## config.mk

```make
export PLATFORM = sky130hd
export DESIGN_NAME = sram_port_arb
export DESIGN_NICKNAME = d
export VERILOG_FILES = /design/src/rtl/sram_port_arb.sv
export SDC_FILE = /design/constraint.sdc
export NUM_CORES = 1
export LEC_CHECK = 0
export BUFFER_PORTS_ARGS = -buffer_cell sky130_fd_sc_hd__buf_2
export CAP_MARGIN = 30
export CORE_AREA = 2 2 130 132
export DETAILED_ROUTE_END_ITERATION = 8
export DIE_AREA = 0 0 132 134
export GPL_ROUTABILITY_DRIVEN = 0
export GPL_TIMING_DRIVEN = 0
export PLACE_DENSITY = 0.69
export RECOVER_POWER = 25
export SYNTH_ARGS = -nofsm -noshare
export SYNTH_HDL_FRONTEND = slang
export SYNTH_SLANG_ARGS = --single-unit
```

## constraint.sdc

```tcl
create_clock -name clk -period 2.8 [get_ports clk]
set_input_delay 0.42 -clock clk [delete_from_list [all_inputs] [get_ports clk]]
set_output_delay 0.42 -clock clk [all_outputs]
set_load 0.02 [all_outputs]
```

## src/rtl/sram_port_arb.sv

```systemverilog
// -----------------------------------------------------------------------------
// sram_port_arb
//
// Shares one synchronous single-port SRAM between the instruction-fetch port
// (IF) and the data port (EX) of the 5-stage core. When both ports request in
// the same cycle, the data request is served first. The fetch address is
// captured and replayed one cycle later, and arb_stallreq is raised for the
// conflict cycle so that CTRL freezes the pipeline.
//
// Parameters:
//   AW - address width
//   DW - data width (byte-enable width is DW/8)
//
// Ports:
//   clk, rst               - clock, synchronous active-high reset
//   inst_sram_*            - core fetch bus (wen/wdata are ignored)
//   data_sram_*            - core data bus (wen==0 means load)
//   mem_*                  - physical SRAM bus (rdata valid 1 cycle after a read)
//   arb_stallreq           - stall request to CTRL, high in the conflict cycle
//   conflict_cnt           - number of conflict cycles seen
//
// Build option:
//   SRAM_ARB_CONFLICT_CNT_EN - when defined, conflict_cnt counts IDLE-state
//                              conflicts and wraps at 2^32. When undefined,
//                              conflict_cnt is tied to 0 and has no register.
// -----------------------------------------------------------------------------
module sram_port_arb #(
  parameter int AW = 32,
  parameter int DW = 32
) (
  input  logic            clk,
  input  logic            rst,

  input  logic            inst_sram_en,
  input  logic [DW/8-1:0] inst_sram_wen,
  input  logic [AW-1:0]   inst_sram_addr,
  input  logic [DW-1:0]   inst_sram_wdata,
  output logic [DW-1:0]   inst_sram_rdata,

  input  logic            data_sram_en,
  input  logic [DW/8-1:0] data_sram_wen,
  input  logic [AW-1:0]   data_sram_addr,
  input  logic [DW-1:0]   data_sram_wdata,
  output logic [DW-1:0]   data_sram_rdata,

  output logic            mem_en,
  output logic [DW/8-1:0] mem_wen,
  output logic [AW-1:0]   mem_addr,
  output logic [DW-1:0]   mem_wdata,
  input  logic [DW-1:0]   mem_rdata,

  output logic            arb_stallreq,
  output logic [31:0]     conflict_cnt
);

  typedef enum logic {
    IDLE,
    REPLAY
  } state_t;

  // Identifies which requester owns the read data that the SRAM returns in
  // the following cycle.
  typedef enum logic [1:0] {
    TAG_NONE,
    TAG_INST,
    TAG_DATA
  } tag_t;

  state_t        r_state;
  state_t        w_state_nxt;
  tag_t          r_tag;
  tag_t          w_tag_nxt;
  logic [AW-1:0] r_replay_addr;
  logic          w_capture;
  logic          w_conflict;
  logic [DW-1:0] r_inst_hold;
  logic [DW-1:0] r_data_hold;

  // The fetch port never writes; its write-side inputs are intentionally
  // ignored.
  logic w_unused_inputs;
  assign w_unused_inputs = ^{inst_sram_wen, inst_sram_wdata};

  // ---------------------------------------------------------------------------
  // Next-state, SRAM issue and stall decode
  // ---------------------------------------------------------------------------
  always_comb begin
    // NOTE: every signal gets a default before the case so that no path
    // leaves one unassigned, which would infer a latch.
    w_state_nxt  = r_state;
    w_tag_nxt    = TAG_NONE;
    w_capture    = 1'b0;
    w_conflict   = 1'b0;
    mem_en       = 1'b0;
    mem_wen      = '0;
    mem_addr     = '0;
    mem_wdata    = '0;
    arb_stallreq = 1'b0;

    if (!rst) begin
      unique case (r_state)
        IDLE: begin
          if (data_sram_en) begin
            // Data always wins; a simultaneous fetch is parked for replay.
            mem_en    = 1'b1;
            mem_wen   = data_sram_wen;
            mem_addr  = data_sram_addr;
            mem_wdata = data_sram_wdata;
            w_tag_nxt = (data_sram_wen == '0) ? TAG_DATA : TAG_NONE;
            if (inst_sram_en) begin
              w_capture    = 1'b1;
              w_conflict   = 1'b1;
              arb_stallreq = 1'b1;
              w_state_nxt  = REPLAY;
            end
          end else if (inst_sram_en) begin
            mem_en    = 1'b1;
            mem_addr  = inst_sram_addr;
            w_tag_nxt = TAG_INST;
          end
        end

        REPLAY: begin
          // The frozen EX stage still presents the request it already had
          // served, so the data port is ignored here; re-issuing it would
          // write a store twice.
          mem_en      = 1'b1;
          mem_addr    = r_replay_addr;
          w_tag_nxt   = TAG_INST;
          w_state_nxt = IDLE;
        end

        default: begin
          w_state_nxt = IDLE;
        end
      endcase
    end
  end

  // ---------------------------------------------------------------------------
  // State, return tag and replay address
  // ---------------------------------------------------------------------------
  always_ff @(posedge clk) begin
    // NOTE: sequential state uses non-blocking assignments so every register
    // samples the pre-edge values regardless of statement order.
    if (rst) begin
      r_state       <= IDLE;
      r_tag         <= TAG_NONE;
      r_replay_addr <= '0;
    end else begin
      r_state <= w_state_nxt;
      r_tag   <= w_tag_nxt;
      if (w_capture) begin
        r_replay_addr <= inst_sram_addr;
      end
    end
  end

  // ---------------------------------------------------------------------------
  // Read-data return: bypass in the return cycle, hold value otherwise
  // ---------------------------------------------------------------------------
  always_ff @(posedge clk) begin
    // NOTE: the hold registers are two plain registers, not a memory array,
    // so they take a reset value and read as 0 after reset.
    if (rst) begin
      r_inst_hold <= '0;
      r_data_hold <= '0;
    end else begin
      if (r_tag == TAG_INST) begin
        r_inst_hold <= mem_rdata;
      end
      if (r_tag == TAG_DATA) begin
        r_data_hold <= mem_rdata;
      end
    end
  end

  assign inst_sram_rdata = (r_tag == TAG_INST) ? mem_rdata : r_inst_hold;
  assign data_sram_rdata = (r_tag == TAG_DATA) ? mem_rdata : r_data_hold;

  // ---------------------------------------------------------------------------
  // Conflict counter
  // ---------------------------------------------------------------------------
`ifdef SRAM_ARB_CONFLICT_CNT_EN
  logic [31:0] r_conflict_cnt;

  always_ff @(posedge clk) begin
    if (rst) begin
      r_conflict_cnt <= '0;
    end else if (w_conflict) begin
      // Wraps from 0xFFFFFFFF to 0 by plain 32-bit overflow.
      r_conflict_cnt <= r_conflict_cnt + 32'd1;
    end
  end

  assign conflict_cnt = r_conflict_cnt;
`else
  logic w_unused_conflict;
  assign w_unused_conflict = w_conflict;
  assign conflict_cnt      = '0;
`endif

endmodule

```

==> flow_summary.yaml <==
run_status:
  status: "completed"
floorplan:
  pin_count: 338
  rows: 47
  initial_utilization_pct: 32.5
  die_area_sq_um: 17700
  die_w_um: 132
  design.core.area_sq_um: 16300
  dieHeight_um: 134
setup_path:
  critPathKind: "reg2out"
  cp_max_fo: 10
  worstPathRequired_ns: 2.38
  worst_r2r_path_depth: 4
  critPathCaptureType: "output port"
  slowest_stage: "dfxtp_1"
  worstPathArrival_ns: 1.99
  cpPeakStageDelay_ns: 0.47
  cpMostUsedCell: "buf_2"
  path_cells: "buf_2 -> buf_2 -> a221oi_1 -> nor3_1 -> buf_2"
  worst_setup_path_start_kind: "register"
final_layout:
  final_layout_size_suffix_gt1_share_pct: 44.1
  syn_to_final_growth_pct: 36.7
  n_antenna_cell: 0
  final_util_pct: 44.4
  fillers: 1664
  final_cell_mix: "277 x buf_2, 99 x dfxtp_1, 97 x nor2b_1"
  multi_input_area_sq_um: 2820
  seq_area_sq_um: 1980
  fin_nets: 1029
  final_common_cell: "buf_2"
global_routing:
  grtUsageMet1_pct: 22.7
  antenna_found_initial: 0
  grt_max_degree: 19
  gr-max-usage-layer: "met2"
  grtUsageMet3_pct: 3.67
  grt_first_pass_wirelength_mm: 24.6
  grt_pass1_vias: 4602
  overflow: 0
  gr-usage-met2_pct: 29.3
  grt_usage_pct: 17.5
power_and_ir_drop:
  p_leak_uw: 0.00368
  power.density_nw_per_um2: 482
  peakVddDrop_mv: 0.276
  total_power_uw: 3490
routing:
  drt_iter0_drc: 172
  dr.pass1.iters: 4
  route.detailed.drc: 0
  wl_per_cell_um: 14.7
  num_vias: 4838
  ant_nets: 0
  totalWireLength_mm: 15.9
  vias_per_cell: 4.47
cts:
  clock_path_buffers: 2
  cts.sinks: 99
  clkTransAtPathRegs_ns: 0.08
  htreeDepth: 3
  post_cts_resize_count: 0
  cts_made_buffers: 9
  clock_latency_ns: 0.35
  cts_setup_buffers: 0
  root_buffer: "clkbuf_16"
  cts_tree: "done"
  postCtsHoldBufs: 0
synthesis:
  yosysTopAreaCell: "dfxtp_1"
  ys_ff_latch: 99
  syn_area_per_cell_sq_um: 9.68
  synth_cell_types: 23
  syn-instance-count: 547
  ys.flop_type: "dfxtp_1"
  netlist.area_leader.share_pct: 37.4
  synth-edff-count: 0
  syn_area_sq_um: 5290
  ys_seq_area_share_pct: 37.4
  yosys_warnings: 0
  async_reset_ff_share_pct: 0
  synth_area_leaders: "dfxtp_1 37%, mux2_4 16%, nor2b_1 11%"
sta:
  finalWorstSetupSlack_ns: 0.392
  clock.fmax_mhz: 415
  rsz0062_at_grt: "no"
  period_share_pct: 86.0
  finalSetupTns_ns: 0
  slew_headroom_pct: 60.0
  setup_violations: 0
  clock_skew_ns: 0.00556
  final_hold_viol_count: 0
  worst_slew_pin_slew_ns: 0.600
  period_minus_slack_ns: 2.41
  slew_viol_final: 0
hold_path:
  hold_class: "in2reg"
  hold_depth: 3
job:
  cap_violations: 0
placed_design:
  port-buffer-count: 268
  post-place-ws_ns: 0.594
  dp_hpwl_mm: 12.4
## path summary, 6_finish.rpt
path / startpoint / to / slack (ns)
setup / recovery: r_state$_SDFF_PP0_ / mem_addr[26] / 0.39
hold reg to reg: r_replay_addr[4]$_SDFFE_PP0P_ / r_replay_addr[4]$_SDFFE_PP0P_ / 0.47
setup reg to reg: r_state$_SDFF_PP0_ / r_replay_addr[0]$_SDFFE_PP0P_ / 1.12
hold / removal: inst_sram_addr[18] / r_replay_addr[18]$_SDFFE_PP0P_ / 0.28
## worst max-delay path: cells and delay by family (launching register included)
kind,cells,cell delay (ns)
flip-flops,1,0.47
AND/OR/NAND/NOR,1,0.30
AO/OA/AOI/OAI,1,0.09
buffers and inverters,3,0.78
## cells by family after synthesis
logic type	synth area share [%]
AND/OR/NAND/NOR	26.5
flip-flops	37.4
buffers and inverters	10.0
AO/OA/AOI/OAI	8.32
multiplexers	17.7
other	0.0708
## routing by layer
metal | part of all wire, % | vias to the layer above
met5 | 0 | -
met4 | 1.3 | 0
met3 | 6.6 | 14
met2 | 47 | 196
met1 | 45 | 2219
li1 | - | 2409
## layout make-up
type                    instances  share of cell area [%]
plain buffers                  79                    6.95
clock buffers                   9                    3.11
clock inverters                 7                    1.23
multi-input cells             400                    39.0
flip-flops and latches         99                    27.4
well taps                     220                    3.80
repair buffers                268                    18.5
## per-stage QoR
step	area (sq um)	hold WS [ns]	instances
after floorplan	5410	0.443	578
after global placement	7030	0.453	1066
after detailed placement	7030	0.457	1066
after CTS	7340	0.260	1082
after global routing	7230	0.281	1082
final	7230	0.277	1082
## cells in the mapped netlist, types with 7 or more instances
cell,count
buf_2,10
mux2_2,7
nor2b_1,97
nand2_1,32
and2_1,37
o21ai_0,15
o21ai_1,17
nor3_1,33
mux2_4,57
buf_4,41
nand2b_1,33
dfxtp_1,99
a221oi_1,32
clkbuf_1,20
## flip-flops by register name, indices dropped and copies added (netlist names)
name / flops
r_data_hold: 32
r_inst_hold: 32
r_replay_addr: 32
r_state: 1
r_tag: 2
## power breakdown
part,switching [uW],internal (uW)
Clock,592,709
Sequential,19.3,1460
Combinational,407,305
Total,1020,2470
(Power assumes the default switching activity.)
